--- src/rtl/sr_cmd_arbiter.sv ---
// sr_cmd_arbiter: debounces raw set/clear request levels, edge-detects them and issues
// arbitrated one-cycle s/r pulses with a hold-off. Optional macro SR_CMD_ARB_SYNC_EN adds a 2-flop input synchronizer.

module sr_cmd_db #(
  parameter int DEBOUNCE_CYCLES = 4,
  parameter int CNT_W           = 4
) (
  input  logic clock,
  input  logic reset,
  input  logic raw,
  output logic rise
);
  logic             filt;
  logic [CNT_W-1:0] cnt;
  logic             last;

  assign last = (cnt == CNT_W'(DEBOUNCE_CYCLES - 1));
  // Filtered level is about to go 0->1 on this edge.
  assign rise = raw && !filt && last;

  always_ff @(posedge clock or posedge reset) begin
    if (reset) begin
      cnt  <= '0;
      filt <= 1'b0;
    end else if (raw == filt) begin
      cnt <= '0;
    end else if (last) begin
      cnt  <= '0;
      filt <= raw;
    end else begin
      cnt <= cnt + 1'b1;
    end
  end
endmodule

module sr_cmd_arbiter #(
  parameter int DEBOUNCE_CYCLES = 4,
  parameter int HOLDOFF_CYCLES  = 2,
  parameter int CNT_W           = 4,
  parameter int CLR_PRIORITY    = 1
) (
  input  logic clock,
  input  logic reset,
  input  logic set_req,
  input  logic clr_req,
  output logic s,
  output logic r,
  output logic conflict,
  output logic busy
);
  localparam int NUM_CH = 2;  // [0] = set, [1] = clear

  typedef enum logic [1:0] {IDLE, ISSUE, HOLD} state_t;

  logic [NUM_CH-1:0] req, samp, rise, pend;
  logic              tie, pick_clr;
  state_t            state;
  logic [CNT_W-1:0]  hold_cnt;

  assign req = {clr_req, set_req};

`ifdef SR_CMD_ARB_SYNC_EN
  logic [1:0][NUM_CH-1:0] sync_q;
  always_ff @(posedge clock or posedge reset) begin
    if (reset) sync_q <= '0;
    else       sync_q <= {sync_q[0], req};
  end
  assign samp = sync_q[1];
`else
  assign samp = req;
`endif

  generate
    for (genvar i = 0; i < NUM_CH; i++) begin : g_ch
      sr_cmd_db #(.DEBOUNCE_CYCLES(DEBOUNCE_CYCLES), .CNT_W(CNT_W)) u_db (
        .clock (clock),
        .reset (reset),
        .raw   (samp[i]),
        .rise  (rise[i])
      );
    end
  endgenerate

  assign tie      = &pend;
  assign pick_clr = pend[1] && ((CLR_PRIORITY != 0) || !pend[0]);

  always_ff @(posedge clock or posedge reset) begin
    if (reset) begin
      state    <= IDLE;
      pend     <= '0;
      hold_cnt <= '0;
      s        <= 1'b0;
      r        <= 1'b0;
      conflict <= 1'b0;
      busy     <= 1'b0;
    end else begin
      pend <= pend | rise;
      case (state)
        IDLE: begin
          if (|pend) begin
            // Winner and any tie loser are both retired; only fresh rises survive.
            pend     <= rise;
            s        <= !pick_clr;
            r        <= pick_clr;
            conflict <= tie;
            busy     <= 1'b1;
            state    <= ISSUE;
          end
        end
        ISSUE: begin
          s        <= 1'b0;
          r        <= 1'b0;
          conflict <= 1'b0;
          hold_cnt <= CNT_W'(HOLDOFF_CYCLES);
          if (HOLDOFF_CYCLES == 0) begin
            busy  <= 1'b0;
            state <= IDLE;
          end else begin
            state <= HOLD;
          end
        end
        HOLD: begin
          hold_cnt <= hold_cnt - 1'b1;
          if (hold_cnt <= CNT_W'(1)) begin
            busy  <= 1'b0;
            state <= IDLE;
          end
        end
        default: state <= IDLE;
      endcase
    end
  end
endmodule

--- config.mk ---
export PLATFORM = sky130hd
export DESIGN_NAME = sr_cmd_arbiter
export DESIGN_NICKNAME = d
export VERILOG_FILES = /design/src/rtl/sr_cmd_arbiter.sv
export SDC_FILE = /design/constraint.sdc
export NUM_CORES = 1
export LEC_CHECK = 0
export ABC_AREA = 1
export BUFFER_PORTS_ARGS = -buffer_cell sky130_fd_sc_hd__buf_2
export CAP_MARGIN = 10
export CORE_MARGIN = 3
export CORE_UTILIZATION = 48
export DETAILED_ROUTE_END_ITERATION = 16
export GPL_TIMING_DRIVEN = 0
export MAX_ROUTING_LAYER = met4
export PLACE_DENSITY = 0.66
export SLEW_MARGIN = 20
export SYNTH_ARGS = -nofsm -noshare
export SYNTH_HDL_FRONTEND = slang
export SYNTH_SLANG_ARGS = --single-unit
--- constraint.sdc ---
create_clock -name clock -period 2.8 [get_ports clock]
set_clock_uncertainty 0.15 [all_clocks]
set_input_delay 0.28 -clock clock [delete_from_list [all_inputs] [get_ports clock]]
set_output_delay 0.28 -clock clock [all_outputs]
set_load 0.01 [all_outputs]
==> results.cfg, run 1 <==
[run_status]
outcome = finished clean

[clock_tree]
cts_buffers = 3
cts_max_level = 1
post-cts-setup-buffer-count = 0
cts_hold_buf = 1
path_clk_slew_ns = 0.13
cts_repair_resize_count = 0
cts_buffer_depth = 2
cts_num_sinks = 22
worstSkewPairLatency_ns = 0.31
cts_root_buffer = clkbuf_4
cts_tree = done

[final_layout]
nNetsFinal = 146
area_growth_pct = 12.0
final_layout_size_suffix_gt1_share_pct = 12.2
antenna_cells = 0
fillCellCount = 178

[placed_design]
hpwlAfterDp_mm = 1.24
portBuffers = 7
dpl_worst_slack_ns = 1.29
gp_congestion = 0.802

[hold_path]
holdCritStartpoint = set_req
hold_path.class = input port to flip-flop

[sta]
worst-slew-pin-transition_ns = 0.815
fmax_mhz = 648
maxSlewViolCount = 0
slew_headroom_pct = 45.6
period_share_pct = 55.1
finalSetupViolCount = 0
finalHoldViolations = 0
final.setup.tns_ns = 0
worst_slack_ns = 1.26
finalCriticalPeriod_ns = 1.54
rsz0062_at_grt = no

[global_routing]
gr-total-overflow = 0
met2_usage_pct = 24.4
met3_usage_pct = 5.82
grt.total_usage_pct = 15.6
grt-busiest-layer = met2
grt_pass1_vias = 765
grt_use_met1_pct = 17.4
antenna_found_initial = 0
grt_pass1_wl_mm = 3.12
grt_max_degree = 23

[setup_path]
worstSetupStartpointType = flip-flop
cpMostUsedCell = nand2_1
cp_slowest_cell = dfrtp_1
path_cells = inv_1, ha_1, nand3_2, nand2_1, nand2_1, o21ai_1
startpoint = state[0]
cp_num_buf_inv = 1
critPathArrivalTime_ns = 1.63
endpoint_kind = flip-flop
critPathMaxFanout = 7
critPathRequiredTime_ns = 2.89
path_delay_family = flip-flops
worst-setup-path-type = flip-flop to flip-flop
r2r_start = state[0]
slowest_delay_ns = 0.43

[synthesis]
netlist_area_sq_um = 1090
synth_common_cells = 22 x dfrtp_1, 22 x nand2_1, 18 x inv_1, 13 x nor2_1, 10 x ha_1
async_reset_ff_share_pct = 100
syn_area_per_cell_sq_um = 9.18
syn_nets = 133
synth_cell_types = 18
synth_area_leaders = dfrtp_1 50%, ha_1 11%, nand2_1 7.6%, inv_1 6.2%, nor2_1 4.5%
ys_warn_count = 0
synthCells = 119
synth-main-ff-cell = dfrtp_1
synth_top_area_share_pct = 50.4
synth_edf_count = 0
ys_ff_latch = 22
yosys.area.top_type = dfrtp_1
yosysSeqAreaShare_pct = 50.4

[floorplanning]
rows = 16
coreArea_sq_um = 2060
die_w_um = 53.7
num_io_pins = 8
die_h_um = 53.7
dieArea_sq_um = 2880
initial_core_util_pct = 53.0

[drt]
routed_wl_mm = 1.70
via_per_inst = 4.82
drc = 0
drt_iter0_markers = 9
dr.pass1.iters = 4
vias = 761
wl_per_cell_um = 10.8
drtAntennaViolNets = 0

[pwr]
p_leak_uw = 0.000645
power_per_cell_area_nw_per_um2 = 1050
power.total_uw = 1280
ir_drop_uv = 617

[run]
maxCapViolations = 0
flip-flops by register name, summed over array words and instances, names as in the netlist:
signal / count
busy: 1
conflict: 1
g_ch.u_db.cnt: 8
g_ch.u_db.filt: 2
hold_cnt: 4
pend: 2
r: 1
s: 1
state: 2
kinds of logic (layout without fill, tap and decap cells):
kind of cell / Yosys count / after routing / share of synthesized area, %
xor gates and xnor gates: 4 / 4 / 3.21
buffers and inverters: 19 / 31 / 6.64
AOI/OAI and AO/OA: 12 / 12 / 6.07
and+or+nand+nor: 52 / 52 / 22.2
adders and majority gates: 10 / 10 / 11.5
DFF: 22 / 22 / 50.4
per-layer routing:
metal  vias up  routed length (um)  share of wire, %
met5         -                   0                 0
met1       347                 814                48
met3         5                  60               3.5
li1        399                   -                 -
met2        10                 791                47
met4         0                  32               1.9
layout by cell type, fill, tap and decap left out, drive strengths merged:
master / n
xor2: 2
nand3: 10
nor3b: 2
nand2: 22
ha: 10
nor2: 13
buf: 8
dfrtp: 22
or2: 3
a21oi: 1
o21ai: 9
xnor2: 2
clkbuf: 3
a31oi: 2
inv: 18
nand4: 2
dlygate4sd3: 1
bufinv: 1
power by group:
part | internal [uW] | switching [uW] | total (uW)
sequential | 432 | 74.7 | 507
combinational | 208 | 321 | 529
clock | 145 | 99.0 | 244
total | 785 | 495 | 1280
per-stage QoR:
stage          utilization (%)  cells  instance area (sq um)  hold WS (ns)
2_1_floorplan                -    119                   1090         0.119
3_3_place_gp              56.3    153                   1160         0.295
3_5_place_dp              56.3    153                   1160         0.297
4_1_cts                   59.3    158                   1220        0.0525
5_1_grt                   59.3    158                   1220        0.0522
6_report                  59.3    158                   1220        0.0709
worst paths after layout:
path                                        to  slack [ns]  cells past startpoint
max reg2reg                           state[1]        1.26                      6
max in group asynchronous          hold_cnt[3]        1.49                      3
max                                   state[1]        1.26                      6
min                          g_ch[0].u_db.filt        0.07                      3
min reg2reg                g_ch[0].u_db.cnt[0]        0.31                      1
min in group asynchronous  g_ch[0].u_db.cnt[2]        0.50                      3
area by class of cell:
type | instances | area, sq um | area share [%]
clock inverter | 1 | 30.0 | 2.45
clock buffer | 3 | 22.5 | 1.84
multi-input combinational | 78 | 469 | 38.3
inverter | 18 | 67.6 | 5.52
timing repair buffer | 8 | 45.0 | 3.68
buffer | 1 | 5.00 | 0.409
sequential | 22 | 551 | 45.0
tap | 27 | 33.8 | 2.76
worst min-delay path, stage by stage:
cell     delay [ns]
buf_2          0.09
nand3_1        0.07
nand2_1        0.06
No activity file was read; power rests on OpenSTA's default activity.
==> run 2, diff against run 1 <==
clock period = 1.6 ns   (was 2.8 ns; I/O delays follow)
==> results.cfg, run 2 (synthesized netlist as in run 1, its figures left out) <==
[setup_path]
slowest_delay_ns = 0.41
endpoint_kind = flip-flop
critPathRequiredTime_ns = 1.66
worstSetupStartpointType = flip-flop
critPathMaxFanout = 9
cpMostUsedCell = inv_1
path_delay_family = flip-flops
worst-setup-path-type = flip-flop to flip-flop
worst-r2r-setup-slack_ns = 0.09
cp_num_buf_inv = 3
path_cells = inv_1, ha_2, clkbuf_4, inv_1, o21ai_0, nor2_1
critPathArrivalTime_ns = 1.57
cp_slowest_cell = dfrtp_1

[placed_design]
portBuffers = 7
gp_congestion = 0.802
hpwlAfterDp_mm = 1.24

[drt]
drtAntennaViolNets = 0
via_per_inst = 4.78
wl_per_cell_um = 10.9
routed_wl_mm = 1.75
dr.pass1.iters = 4
drc = 0
vias = 764
drt_iter0_markers = 9

[sta]
worst-slew-pin-transition_ns = 0.815
maxSlewViolCount = 0
finalCriticalPeriod_ns = 1.51
finalSetupViolCount = 0
fmax_mhz = 661
slew_headroom_pct = 45.6
rsz0062_at_grt = no
finalHoldViolations = 0
final.setup.tns_ns = 0
period_share_pct = 94.5

[pwr]
p_leak_uw = 0.000653
ir_drop_uv = 1090
power_per_cell_area_nw_per_um2 = 1820

[floorplanning]
rows = 16
coreArea_sq_um = 2060
die_h_um = 53.7
dieArea_sq_um = 2880
num_io_pins = 8
initial_core_util_pct = 53.0
die_w_um = 53.7

[hold_path]
hold_path.class = flip-flop to flip-flop

[run]
maxCapViolations = 0

[final_layout]
antenna_cells = 0
final_layout_size_suffix_gt1_share_pct = 13.5
largest_reg_flops = 8
max_flop_register = g_ch.u_db.cnt
mostFrequentLayoutCells = 22 x nand2_1, 22 x dfrtp_1, 17 x inv_1
area_growth_pct = 14.3
nNetsFinal = 148
fin_util_pct = 60.6
top_regs = g_ch.u_db.cnt: 8 flops, hold_cnt: 4 flops

[global_routing]
gr-total-overflow = 0
antenna_found_initial = 0
grt_pass1_vias = 787
grt_pass1_wl_mm = 3.20
grt_max_degree = 23
grt.total_usage_pct = 16.0

[run_status]
outcome = finished clean

[clock_tree]
worstSkewPairLatency_ns = 0.31
cts_buffers = 3
cts_max_level = 1
cts_root_buffer = clkbuf_4
cts_num_sinks = 22
cts_buffer_depth = 2
path_clk_slew_ns = 0.13
cts_tree = done
-- run 2: path summary, 6_finish.rpt --
path,from,to,cells past startpoint
min,g_ch[0].u_db.cnt[0],g_ch[0].u_db.cnt[0],1
min reg2reg,g_ch[0].u_db.cnt[0],g_ch[0].u_db.cnt[0],1
min in group asynchronous,reset,g_ch[0].u_db.cnt[2],3
max,state[0],hold_cnt[2],6
max in group asynchronous,reset,hold_cnt[3],3
max reg2reg,state[0],hold_cnt[2],6
-- run 2: layout make-up --
type                    count  area, sq um
repair buffers             10         65.1
fillers                   179          813
inverters                  18         67.6
flip-flops and latches     22          551
plain buffers               1         7.51
clock inverters             1         30.0
well taps                  27         33.8
clock buffers               3         22.5
multi-input cells          78          472
-- run 2: power by group --
group          leakage (uW)  switching (uW)  internal, uW
Clock             0.0000279             174           253
Combinational      0.000339             569           389
Sequential         0.000287             133           756
-- run 2: worst reg2reg max path, delay by kind of cell, from the launching register on --
family | cells | cell delay (ns)
and+or+nand+nor | 1 | 0.06
AOI/OAI and AO/OA | 1 | 0.15
DFF | 1 | 0.41
adders and majority gates | 1 | 0.31
buffers and inverters | 3 | 0.32
-- run 2: layer usage --
metal / vias to the layer above / wire length, um / track usage (%)
li1: 404 / - / -
met1: 345 / 834 / 17.6
met2: 10 / 823 / 25.6
met3: 5 / 60 / 5.82
met4: 0 / 32 / 7.66
met5: - / 0 / -
-- run 2: repair_timing --
action,4_1_cts,5_1_grt
gates resized for setup,0,4
hold buffers,3,0
setup buffers,0,0
hold endpoints to repair,24,0
setup endpoints to repair,0,2
-- run 2: through the flow --
step	setup WS (ns)	instance area [sq um]	hold slack [ns]	power (uW)	cells
2_1_floorplan	0.262	1090	-0.000774	1620	119
6_report	0.0874	1250	0.312	2270	160
4_1_cts	0.0606	1240	0.315	2280	160
5_1_grt	0.00470	1250	0.347	2510	160
3_5_place_dp	0.0935	1160	0.214	1830	153
3_3_place_gp	0.138	1160	0.217	1800	153
